<file path="src/rtl/carry_increment_adder_pipe.sv">
// Two-stage pipelined carry-increment adder: sum = in1 + in2 + cin over N bits, BLOCK-bit segments.
// Optional signed-overflow output ovf is enabled by defining CIA_PIPE_OVF_EN.
module carry_increment_adder_pipe #(
   parameter int N     = 32,
   parameter int BLOCK = 8
) (
   input  logic         clk,
   input  logic         rst_n,
   input  logic         in_valid,
   output logic         in_ready,
   input  logic [N-1:0] in1,
   input  logic [N-1:0] in2,
   input  logic         cin,
   output logic         out_valid,
   input  logic         out_ready,
   output logic [N:0]   sum
`ifdef CIA_PIPE_OVF_EN
   ,
   output logic         ovf
`endif
);

   localparam int NB = N / BLOCK;

   generate
      if ((BLOCK < 1) || (BLOCK > N) || ((N % BLOCK) != 0)) begin : g_bad_param
         $error("carry_increment_adder_pipe: N must be a positive multiple of BLOCK");
      end
   endgenerate

   logic          w_s2_adv;
   logic          w_s1_adv;
   logic          r_s1_valid;
   logic [N-1:0]  r_s1_sum;
   logic [NB-1:0] r_s1_g;
   logic [N-1:0]  w_s1_sum;
   logic [NB-1:0] w_s1_g;
   logic [BLOCK:0] w_seg;
   logic [N-1:0]  w_s2_sum;
   logic [BLOCK:0] w_inc;
   logic          w_carry;
   logic          w_s2_cout;

   assign w_s2_adv = !out_valid || out_ready;
   assign w_s1_adv = !r_s1_valid || w_s2_adv;
   assign in_ready = w_s1_adv;

   // Independent segment ripple sums; only segment 0 sees the external carry-in.
   always_comb begin
      w_s1_sum = '0;
      w_s1_g   = '0;
      w_seg    = '0;
      for (int k = 0; k < NB; k++) begin
         w_seg = {1'b0, in1[k*BLOCK +: BLOCK]} + {1'b0, in2[k*BLOCK +: BLOCK]}
               + ((k == 0) ? {{BLOCK{1'b0}}, cin} : {(BLOCK+1){1'b0}});
         w_s1_sum[k*BLOCK +: BLOCK] = w_seg[BLOCK-1:0];
         w_s1_g[k]                  = w_seg[BLOCK];
      end
   end

   always_ff @(posedge clk or negedge rst_n) begin
      if (!rst_n) begin
         r_s1_valid <= 1'b0;
         r_s1_sum   <= '0;
         r_s1_g     <= '0;
      end else if (w_s1_adv) begin
         r_s1_valid <= in_valid;
         if (in_valid) begin
            r_s1_sum <= w_s1_sum;
            r_s1_g   <= w_s1_g;
         end
      end
   end

   // Increment chain: each segment absorbs the carry of the one below it.
   always_comb begin
      w_s2_sum = r_s1_sum;
      w_carry  = r_s1_g[0];
      w_inc    = '0;
      for (int k = 1; k < NB; k++) begin
         w_inc = {1'b0, r_s1_sum[k*BLOCK +: BLOCK]} + {{BLOCK{1'b0}}, w_carry};
         w_s2_sum[k*BLOCK +: BLOCK] = w_inc[BLOCK-1:0];
         w_carry = r_s1_g[k] | w_inc[BLOCK];
      end
      w_s2_cout = w_carry;
   end

   always_ff @(posedge clk or negedge rst_n) begin
      if (!rst_n) begin
         out_valid <= 1'b0;
         sum       <= '0;
      end else if (w_s2_adv) begin
         out_valid <= r_s1_valid;
         if (r_s1_valid) begin
            sum <= {w_s2_cout, w_s2_sum};
         end
      end
   end

`ifdef CIA_PIPE_OVF_EN
   // Carry into the MSB is recovered as a^b^s at bit N-1, so only a^b is carried through S1.
   logic r_s1_axb_msb;
   logic w_ovf;

   assign w_ovf = (r_s1_axb_msb ^ w_s2_sum[N-1]) ^ w_s2_cout;

   always_ff @(posedge clk or negedge rst_n) begin
      if (!rst_n) begin
         r_s1_axb_msb <= 1'b0;
      end else if (w_s1_adv && in_valid) begin
         r_s1_axb_msb <= in1[N-1] ^ in2[N-1];
      end
   end

   always_ff @(posedge clk or negedge rst_n) begin
      if (!rst_n) begin
         ovf <= 1'b0;
      end else if (w_s2_adv && r_s1_valid) begin
         ovf <= w_ovf;
      end
   end
`endif

endmodule

</file>
<file path="config.mk">
export PLATFORM = sky130hd
export DESIGN_NAME = carry_increment_adder_pipe
export DESIGN_NICKNAME = d
export VERILOG_FILES = /design/src/rtl/carry_increment_adder_pipe.sv
export SDC_FILE = /design/constraint.sdc
export NUM_CORES = 1
export LEC_CHECK = 0
export BUFFER_PORTS_ARGS = -buffer_cell sky130_fd_sc_hd__buf_4
export CAP_MARGIN = 20
export CORE_MARGIN = 8
export CORE_UTILIZATION = 58
export DETAILED_ROUTE_END_ITERATION = 12
export PLACE_DENSITY_LB_ADDON = 0.25
export SETUP_SLACK_MARGIN = 0.05
export SYNTH_ARGS = -nofsm -noshare
export SYNTH_HDL_FRONTEND = slang
export SYNTH_SLANG_ARGS = --single-unit
</file>
<file path="constraint.sdc">
create_clock -name clk -period 4.8 [get_ports clk]
set_input_delay 0 -clock clk [delete_from_list [all_inputs] [get_ports clk]]
set_output_delay 0 -clock clk [all_outputs]
set_load 0.005 [all_outputs]
</file>
==> Flow_metrics.wiki, run 1 <==
{| class="wikitable"
! Metric !! Value
|-
| Count of final max-slew check failures || 0
|-
| Power Density || 374.4 nW/um^2
|-
| Average via count per standard cell || 5.377
|-
| Core region area || 7098 um^2
|-
| Post-route antenna net violation count || 0
|-
| Type of the worst min-delay path || primary input to flip-flop
|-
| Drt initial violations || 141
|-
| Global router's overall resource usage || 0.2011
|-
| Core occupancy in the finished layout || 0.7460
|-
| Hold buffers post-CTS || 7
|-
| Timing-limited maximum frequency || 306.7 MHz
|-
| Buffers inserted during post-CTS setup optimization || 0
|-
| IO Pins || 104
|-
| Clock tree from TritonCTS || done
|-
| Via count || 3441
|-
| Worst-Margin Slew || 0.9665 ns
|-
| Flop and latch count out of synthesis || 71
|-
| Required time of the critical path || 4.98 ns
|-
| Kind of end point of the critical path || flip-flop
|-
| Deepest level of the CTS H-tree || 3
|-
| Share of final-layout standard cells stronger than drive strength 1 || 0.2680
|-
| IR drop worst, VDD || 0.1908 mV
|-
| Unrepaired setup endpoints after global routing || no
|-
| CTS max path bufs || 2
|-
| Arrival time of the worst setup path || 3.44 ns
|-
| Height of the die || 100.6 um
|-
| Routed length per instance || 15.20 um
|-
| Max-capacitance violation count || 0
|-
| Die span in x || 100.6 um
|-
| Clock buffers created by TritonCTS || 9
|-
| Skew final || 0.007809 ns
|-
| Slew Limit Headroom || 0.3534
|-
| Sequential-to-total area share from yosys stat || 0.4282
|-
| Critical path launch point type || flip-flop
|-
| Commonest cells after routing, fill and taps aside || 103 x sky130_fd_sc_hd__buf_4, 71 x sky130_fd_sc_hd__dfrtp_1, 60 x sky130_fd_sc_hd__nand2_1
|-
| Post-Synthesis Cell Area || 4149 um^2
|-
| Site Rows || 31
|-
| Post-Route Setup TNS || 0 ns
|-
| Area Growth Syn to Fin || 27.62%
|-
| Critical path start-end classification || flip-flop to flip-flop
|-
| Syn_nets || 538
|-
| Remaining global-route overflow || 0
|-
| Number of antenna violations at the first check in global routing || 0
|-
| Wire length of the first global-routing pass || 16.26 mm
|-
| Post-layout net count || 647
|-
| Port Buffer Count || 103
|-
| Final hold slack || 0.01921 ns
|-
| Clock transition at path regs || 0.08 ns
|-
| Post-layout power || 1.983 mW
|-
| Hold Vio Cnt, Final || 0
|-
| Count of yosys warnings during synthesis || 0
|-
| Die ar. || 10120 um^2
|-
| Clk_lat worst skew || 0.34 ns
|-
| Total of cells resized after clock tree synthesis || 0
|-
| Sum of routed wire length over all layers || 9.728 mm
|-
| Maximum fanout along the worst path || 4
|-
| Remaining routing DRC violations || 0
|-
| Vias in the first global route || 3539
|-
| Root cell of the clock tree || sky130_fd_sc_hd__clkbuf_8
|-
| Initial cell density of the core || 0.5845
|-
| Placer congestion estimate || 0.8393
|-
| Total iterations of the first detailed-routing run || 4
|-
| Most common library cell in the layout ignoring fill and taps || sky130_fd_sc_hd__buf_4
|-
| Num Clock Sinks || 71
|-
| Post-synthesis cell count || 427
|-
| Final setup violating endpoints || 0
|-
| Pleak || 2.550 nW
|-
| Number of antenna cells inserted || 0
|-
| Average footprint of a synthesized cell || 9.717 um^2
|-
| Status || finished, final reports clean
|-
| Post-synth cell types || 34
|-
| Pin count of the biggest net entering global routing || 72
|-
| Post-route fraction of the period consumed by the critical path || 0.6792
|-
| Post-detail-place hpwl || 7.365 mm
|-
| Shortest period the worst path allows || 3.260 ns
|}
metal layers:
layer,track usage,part of all wire,vias up,routed length (um)
met2,0.3349,0.49,92,4780
met4,0.08023,0.015,0,144
met3,0.05180,0.065,13,635
li1,-,-,1715,-
met1,0.2426,0.43,1621,4168
met5,0,0,-,0
Yosys cell counts, drive strengths merged:
library cell,instances,area share
o31ai,9,0.020
a21o,4,0.0072
o21ai,56,0.068
o22ai,1,0.0030
nand3b,1,0.0018
nand3,10,0.012
xnor2,10,0.021
and3,8,0.012
o211ai,3,0.0054
clkbuf,4,0.0036
nor2b,3,0.0045
nand2b,9,0.014
o21a,5,0.0090
a31o,5,0.011
nand2,62,0.056
a21oi,18,0.022
or4,1,0.0027
mux2,14,0.038
fa,5,0.024
nor3,5,0.0060
ha,37,0.11
and2,4,0.0060
a211oi,8,0.014
nor2,23,0.021
xor2,22,0.046
a31oi,2,0.0030
buf,8,0.010
nand4,1,0.0015
dfrtp,71,0.43
a211o,1,0.0021
inv,17,0.015
cell type report:
type / instances / area [um^2]
multi-input cells: 327 / 2256
fillers: 533 / 1803
flip-flops and latches: 71 / 1777
repair buffers: 110 / 843.3
clock buffers: 11 / 151.4
well taps: 99 / 123.9
clock inverters: 5 / 80.08
inverters: 17 / 63.81
report_power, final:
group / switching, mW / internal [mW]
logic: 0.261 / 0.320
registers: 0.111 / 0.748
clock network: 0.223 / 0.320
total: 0.595 / 1.39
stage by stage:
step           cell area (um^2)  std cells  setup WS (ns)
2_1_floorplan              4149        427          1.864
3_3_place_gp               4994        617          1.700
3_5_place_dp               4994        617          1.595
4_1_cts                    5295        640          1.544
5_1_grt                    5295        640          1.417
6_report                   5295        640          1.540
sequential cells by signal, summed over array words and instances, names as in the netlist:
name,flops
sum,33
r_s1_sum,32
r_s1_g,4
out_valid,1
r_s1_valid,1
cells by family after synthesis:
logic type / after synthesis / share of synthesized area
buf+inv: 29 / 0.02925
fa+ha+maj: 42 / 0.1357
flops: 71 / 0.4282
simple gates: 127 / 0.1372
mux: 14 / 0.03800
xor+xnor: 32 / 0.06755
compound gates: 112 / 0.1641
critical path: stages, from the launching register on:
cell and delay (ns):
sky130_fd_sc_hd__dfrtp_1 0.38, sky130_fd_sc_hd__ha_1 0.26, sky130_fd_sc_hd__ha_1 0.24, sky130_fd_sc_hd__and3_1 0.21, sky130_fd_sc_hd__a31o_2 0.26, sky130_fd_sc_hd__ha_1 0.21
sky130_fd_sc_hd__ha_1 0.21, sky130_fd_sc_hd__and3_1 0.18, sky130_fd_sc_hd__a31o_2 0.24, sky130_fd_sc_hd__ha_1 0.20, sky130_fd_sc_hd__ha_1 0.22, sky130_fd_sc_hd__and3_1 0.20
sky130_fd_sc_hd__a31oi_1 0.19, sky130_fd_sc_hd__o21ai_0 0.10
worst paths after layout:
path	to	slack [ns]	startpoint	cells past startpoint
max in group asynchronous	sum[3]	3.92	rst_n	2
min in group asynchronous	sum[13]	0.32	rst_n	2
setup / recovery	sum[32]	1.54	r_s1_sum[8]	13
hold / removal	r_s1_sum[1]	0.02	in2[1]	4
setup reg to reg	sum[32]	1.54	r_s1_sum[8]	13
hold reg to reg	r_s1_sum[0]	0.48	r_s1_sum[0]	2
(Power assumes the default switching activity.)
==> inputs of run 2 (changes only) <==
--- a/config.mk
+++ b/config.mk
@@ -8,7 +8,7 @@
 export BUFFER_PORTS_ARGS = -buffer_cell sky130_fd_sc_hd__buf_4
 export CAP_MARGIN = 20
 export CORE_MARGIN = 8
-export CORE_UTILIZATION = 58
+export CORE_UTILIZATION = 54
 export DETAILED_ROUTE_END_ITERATION = 12
 export PLACE_DENSITY_LB_ADDON = 0.25
 export SETUP_SLACK_MARGIN = 0.05
==> constraint.sdc (replaced) <==
create_clock -name clk -period 3.03 [get_ports clk]
set_input_delay 0 -clock clk [delete_from_list [all_inputs] [get_ports clk]]
set_output_delay 0 -clock clk [all_outputs]
set_load 0.005 [all_outputs]
==> Flow_metrics.wiki, run 2 (synthesis gave the netlist of run 1 again) <==
{| class="wikitable"
! Metric !! Value
|-
| Post-route antenna net violation count || 0
|-
| Critical path startpoint || r_s1_sum[8]
|-
| Slack of the worst reg-to-reg path || 0.16 ns
|-
| Site Rows || 32
|-
| Largest regs || sum x33, r_s1_sum x32, r_s1_g x4
|-
| Core region area || 7567 um^2
|-
| Placer congestion estimate || 0.8067
|-
| Commonest cells after routing, fill and taps aside || 110 x sky130_fd_sc_hd__buf_4, 71 x sky130_fd_sc_hd__dfrtp_1, 60 x sky130_fd_sc_hd__nand2_1
|-
| Deepest level of the CTS H-tree || 3
|-
| Post-detail-place hpwl || 7.359 mm
|-
| Average via count per standard cell || 5.359
|-
| Reg-to-Reg Start || r_s1_sum[8]
|-
| Most common library cell in the layout ignoring fill and taps || sky130_fd_sc_hd__buf_4
|-
| Pin count of the biggest net entering global routing || 72
|-
| Worst path cell trace || ha_2 -> ha_1 -> and3_4 -> a31o_2 -> ha_2 -> ha_2 -> and3_4 -> a31o_2 -> ha_1 -> ha_2 -> and3_4 -> xnor2_1 -> o21ai_1
|-
| End point of the critical path || sum[30]
|-
| Buffers inserted during post-CTS setup optimization || 0
|-
| Unrepaired setup endpoints after global routing || yes
|-
| Post-route fraction of the period consumed by the critical path || 0.9485
|-
| Cell at the slowest stage of the critical path || sky130_fd_sc_hd__dfrtp_1
|-
| Drt initial violations || 143
|-
| Die span in x || 103.7 um
|-
| Initial cell density of the core || 0.5483
|-
| Height of the die || 103.7 um
|-
| Clock transition at path regs || 0.07 ns
|-
| Count of final max-slew check failures || 0
|-
| Skew final || 0.008529 ns
|-
| Clock buffers created by TritonCTS || 9
|-
| Shortest period the worst path allows || 2.874 ns
|-
| Sum of routed wire length over all layers || 9.672 mm
|-
| Remaining routing DRC violations || 0
|-
| Kind of end point of the critical path || flip-flop
|-
| Root cell of the clock tree || sky130_fd_sc_hd__clkbuf_8
|-
| Placed instance area || 5050 um^2
|-
| Share of final-layout standard cells stronger than drive strength 1 || 0.2909
|-
| Timing-limited maximum frequency || 348.0 MHz
|-
| Power Density || 568.5 nW/um^2
|-
| Slew Limit Headroom || 0.3837
|-
| Number of antenna violations at the first check in global routing || 0
|-
| Fill cell total of the finished layout || 599
|-
| Max-capacitance violation count || 0
|-
| Total iterations of the first detailed-routing run || 4
|-
| Required time of the critical path || 3.22 ns
|-
| Die ar. || 10740 um^2
|-
| Area Growth Syn to Fin || 29.28%
|-
| Port Buffer Count || 103
|-
| Pleak || 2.566 nW
|-
| Status || finished, final reports clean
|-
| Critical path launch point type || flip-flop
|-
| IR drop worst, VDD || 0.3268 mV
|-
| Num Clock Sinks || 71
|-
| Maximum fanout along the worst path || 3
|-
| Final setup violating endpoints || 0
|-
| Arrival time of the worst setup path || 3.06 ns
|-
| Core occupancy in the finished layout || 0.7088
|-
| Post-Layout Inst Area || 5364 um^2
|-
| Post-layout net count || 656
|-
| Flip-flop count of the largest register after layout || 33
|-
| Number of antenna cells inserted || 0
|-
| Vias in the first global route || 3656
|-
| Reg with most FFs || sum
|-
| Endpoint of the worst-slack reg-to-reg timing path || sum[30]
|-
| Routed length per instance || 14.83 um
|-
| IO Pins || 104
|-
| Critical path start-end classification || flip-flop to flip-flop
|-
| Remaining global-route overflow || 0
|-
| Hold Vio Cnt, Final || 0
|-
| Most frequent CP cell || sky130_fd_sc_hd__ha_2
|-
| Via count || 3494
|-
| Type of the worst min-delay path || primary input to flip-flop
|-
| Clock tree from TritonCTS || done
|-
| Biggest cell delay along the critical path || 0.39 ns
|-
| Worst-Margin Slew || 0.9211 ns
|-
| Post-layout power || 3.049 mW
|-
| Worst Reg-to-Reg Cells || 13
|-
| Wire length of the first global-routing pass || 16.35 mm
|-
| Global router's overall resource usage || 0.1822
|-
| CTS max path bufs || 2
|-
| Clk_lat worst skew || 0.34 ns
|}
==> run 2: changes by cell type in the layout (fill, tap and decap cells not counted), moves of 2 or more <==
cell | previous run | this run
sky130_fd_sc_hd__ha_1 | 37 | 33
sky130_fd_sc_hd__o21ai_1 | 1 | 3
sky130_fd_sc_hd__buf_4 | 103 | 110
sky130_fd_sc_hd__ha_2 | 0 | 4
sky130_fd_sc_hd__dlygate4sd3_1 | 7 | 9
sky130_fd_sc_hd__and3_1 | 8 | 4
sky130_fd_sc_hd__and3_4 | 0 | 3
sky130_fd_sc_hd__o21ai_0 | 55 | 53
sky130_fd_sc_hd__clkinv_2 | 1 | 3
==> run 2: how the worst min path moves through the flow <==
stage               cells after the start     from     endpoint  slack, ns
floorplan                               0    rst_n    out_valid      -0.30
global placement                        1    rst_n      sum[15]       0.16
detailed placement                      1    rst_n      sum[14]       0.16
CTS                                     4  in2[23]    r_s1_g[2]       0.06
global route                            4   in2[1]  r_s1_sum[1]       0.06
finish                                  4  in2[23]    r_s1_g[2]       0.07
==> run 2: final cells by class <==
type	count	area, um^2	area share
clock buffers	10	137.6	0.02566
clock inverters	6	60.06	0.01120
inverters	17	63.81	0.01190
multi-input cells	327	2282	0.4255
flip-flops and latches	71	1777	0.3312
well taps	102	127.6	0.02379
repair buffers	119	915.9	0.1707
==> run 2: metrics by stage <==
stage               instances  setup slack [ns]  hold WS [ns]    TNS [ns]
floorplan                 427           0.09371       -0.2956           0
global placement          627           0.05019        0.1634           0
detailed placement        627        -0.0005740        0.1632  -0.0005740
CTS                       652           0.06118       0.05835           0
global route              652          0.008199       0.06173           0
finish                    652            0.1561       0.06636           0
==> run 2: critical path: cells and delay by family (launching register included) <==
kind | cells | cell delay, ns
DFF | 1 | 0.39
xor gates and xnor gates | 1 | 0.14
adders and majority gates | 6 | 1.13
and+or+nand+nor | 3 | 0.50
AOI/OAI and AO/OA | 3 | 0.56
==> run 2: repair_timing <==
item | 4_1_cts | 5_1_grt
setup endpoints to repair | 3 | 7
pin swaps | 1 | 2
resized for setup | 2 | 8
hold buffers | 9 | 0
endpoints found under the hold margin | 76 | 0
==> run 2: layer usage <==
metal | track usage | part of all wire | routed length, um | vias to the layer above
met2 | 0.3213 | 0.52 | 4988 | 87
met3 | 0.05266 | 0.055 | 530 | 20
met1 | 0.2015 | 0.41 | 3957 | 1658
met5 | 0 | 0 | 0 | -
met4 | 0.07239 | 0.020 | 195 | 0
li1 | - | - | - | 1729
==> run 2: power by group <==
group	leakage, nW	switching (mW)	internal [mW]
logic	1.61	0.407	0.523
clock network	0.0981	0.348	0.398
registers	0.863	0.188	1.19
==> inputs of run 3 (changes only) <==
--- a/config.mk
+++ b/config.mk
@@ -10,6 +10,7 @@
 export CORE_MARGIN = 8
 export CORE_UTILIZATION = 54
 export DETAILED_ROUTE_END_ITERATION = 12
+export GPL_TIMING_DRIVEN = 0
 export PLACE_DENSITY_LB_ADDON = 0.25
 export SETUP_SLACK_MARGIN = 0.05
 export SYNTH_ARGS = -nofsm -noshare
==> Flow_metrics.wiki, run 3 (synthesis gave the netlist of run 1 again) <==
{| class="wikitable"
! Metric !! Value
|-
| IR drop worst, VDD || 0.2821 mV
|-
| IO Pins || 104
|-
| Number of antenna violations at the first check in global routing || 0
|-
| Most common library cell in the layout ignoring fill and taps || sky130_fd_sc_hd__buf_4
|-
| Die span in x || 103.7 um
|-
| Post-route fraction of the period consumed by the critical path || 0.9513
|-
| Shortest period the worst path allows || 2.882 ns
|-
| Initial cell density of the core || 0.5483
|-
| Sum of routed wire length over all layers || 10.47 mm
|-
| Arrival time of the worst setup path || 3.11 ns
|-
| Critical path start-end classification || flip-flop to flip-flop
|-
| Hold Vio Cnt, Final || 0
|-
| Layer with the highest usage after global routing || met2
|-
| Post-detail-place hpwl || 7.806 mm
|-
| Slew Limit Headroom || 0.4217
|-
| Count of final max-slew check failures || 0
|-
| Num Clock Sinks || 71
|-
| Final hold slack || 0.03334 ns
|-
| Skew final || 0.01196 ns
|-
| Vias in the first global route || 3721
|-
| Cell at the slowest stage of the critical path || sky130_fd_sc_hd__dfrtp_1
|-
| Remaining global-route overflow || 0
|-
| Commonest cells after routing, fill and taps aside || 106 x sky130_fd_sc_hd__buf_4, 71 x sky130_fd_sc_hd__dfrtp_1, 62 x sky130_fd_sc_hd__nand2_1
|-
| Min setup slack post-route || 0.1477 ns
|-
| Via count || 3528
|-
| Unrepaired setup endpoints after global routing || no
|-
| CTS max path bufs || 2
|-
| Worst path cell trace || ha_2 -> ha_4 -> and3_4 -> a31o_2 -> ha_2 -> ha_2 -> and3_4 -> a31o_2 -> ha_2 -> ha_2 -> and3_4 -> a31oi_4 -> o21ai_1
|-
| Max-capacitance violation count || 0
|-
| Total iterations of the first detailed-routing run || 4
|-
| Clock transition at path regs || 0.08 ns
|-
| Routed length per instance || 15.89 um
|-
| Maximum fanout along the worst path || 3
|-
| Site Rows || 32
|-
| Pin count of the biggest net entering global routing || 72
|-
| Post-Route Setup TNS || 0 ns
|-
| Remaining routing DRC violations || 0
|-
| Post-route antenna net violation count || 0
|-
| Root cell of the clock tree || sky130_fd_sc_hd__clkbuf_8
|-
| Pleak || 2.565 nW
|-
| Drt initial violations || 143
|-
| Deepest level of the CTS H-tree || 3
|-
| Kind of end point of the critical path || flip-flop
|-
| Required time of the critical path || 3.26 ns
|-
| Clock buffers created by TritonCTS || 9
|-
| Biggest cell delay along the critical path || 0.40 ns
|-
| Number of buffer and inverter stages on the critical path || 0
|-
| Port Buffer Count || 103
|-
| Worst-Margin Slew || 0.8675 ns
|-
| Share of final-layout standard cells stronger than drive strength 1 || 0.2908
|-
| Type of the worst min-delay path || primary input to flip-flop
|-
| Status || finished, final reports clean
|-
| GR Util met2 || 0.3281
|-
| Number of antenna cells inserted || 0
|-
| Reg with most FFs || sum
|-
| Setup slack at placement || -0.2131 ns
|-
| Largest regs || sum x33, r_s1_sum x32, r_s1_g x4
|-
| Flip-flop count of the largest register after layout || 33
|-
| Worst path top cell family by delay || adder cells
|-
| Clk_lat worst skew || 0.35 ns
|-
| Average via count per standard cell || 5.354
|-
| Clock tree from TritonCTS || done
|-
| Global router's overall resource usage || 0.1933
|-
| Wire length of the first global-routing pass || 17.09 mm
|-
| Met3 usage || 0.05081
|-
| Die ar. || 10740 um^2
|-
| Area Growth Syn to Fin || 29.89%
|-
| Critical path launch point type || flip-flop
|-
| Height of the die || 103.7 um
|-
| Placer congestion estimate || 0.8096
|-
| Timing-limited maximum frequency || 346.9 MHz
|-
| Power Density || 553.4 nW/um^2
|-
| M1 GR Usage || 0.2291
|-
| Core region area || 7567 um^2
|-
| Final setup violating endpoints || 0
|-
| Post-layout net count || 664
|-
| Most frequent CP cell || sky130_fd_sc_hd__ha_2
|-
| Fill cell total of the finished layout || 575
|}
run 3: cell count changes in the layout (fill, tap and decap cells not counted), sizes merged:
cell	delta
dlygate4sd3	+1
buf	+3
bufinv	-1
clkbuf	+5
clkinvlp	-1
run 3: path summary, 6_finish.rpt:
check | startpoint | to | slack (ns) | depth (start not counted)
setup / recovery | r_s1_sum[8] | sum[32] | 0.15 | 13
hold / removal | in2[1] | r_s1_sum[1] | 0.03 | 4
setup reg to reg | r_s1_sum[8] | sum[32] | 0.15 | 13
hold reg to reg | sum[11] | sum[11] | 0.48 | 2
max in group asynchronous | rst_n | r_s1_sum[28] | 2.16 | 2
min in group asynchronous | rst_n | r_s1_g[1] | 0.30 | 2
run 3: metrics by stage:
stage | area [um^2] | power [mW] | util | instances
finish | 5389 | 2.982 | 0.7121 | 659
floorplan | 4149 | 1.825 | - | 427
global placement | 5050 | 2.263 | 0.6673 | 632
CTS | 5344 | 2.970 | 0.7062 | 658
detailed placement | 5050 | 2.304 | 0.6673 | 632
global route | 5389 | 3.161 | 0.7121 | 659
run 3: worst register-to-register path, cell delays in order, from the launching register on:
cell                      delay [ns]
sky130_fd_sc_hd__dfrtp_1        0.40
sky130_fd_sc_hd__ha_2           0.20
sky130_fd_sc_hd__ha_4           0.17
sky130_fd_sc_hd__and3_4         0.17
sky130_fd_sc_hd__a31o_2         0.25
sky130_fd_sc_hd__ha_2           0.19
sky130_fd_sc_hd__ha_2           0.19
sky130_fd_sc_hd__and3_4         0.16
sky130_fd_sc_hd__a31o_2         0.23
sky130_fd_sc_hd__ha_2           0.17
sky130_fd_sc_hd__ha_2           0.19
sky130_fd_sc_hd__and3_4         0.19
sky130_fd_sc_hd__a31oi_4        0.16
sky130_fd_sc_hd__o21ai_1        0.07
run 3: area by class of cell:
cell class | count | area [um^2] | area share
Multi-Input combinational cell | 327 | 2311 | 0.4288
Timing Repair Buffer | 115 | 888.4 | 0.1648
Clock inverter | 4 | 22.52 | 0.004179
Inverter | 17 | 63.81 | 0.01184
Sequential cell | 71 | 1777 | 0.3297
Clock buffer | 11 | 141.4 | 0.02624
Tap cell | 102 | 127.6 | 0.02368
Buffer | 12 | 57.56 | 0.01068
run 3: power by group:
part	internal, mW	switching [mW]	leakage (nW)
sequential	1.19	0.187	0.863
combinational	0.530	0.418	1.62
clock	0.311	0.350	0.0850
run 3: what timing repair did:
item,4_1_cts,5_1_grt
setup buffers,1,1
resized for setup,7,7
setup endpoints to repair,8,5
hold endpoints to repair,76,0
pin swaps,2,0
hold buffers,10,0
gates cloned,0,0
run 3: per-layer routing:
layer  part of all wire  wire, um  vias up
met5                  0         0        -
met2               0.51      5326      107
met4              0.015       162        0
met3              0.073       761       15
li1                   -         -     1741
met1               0.40      4219     1665
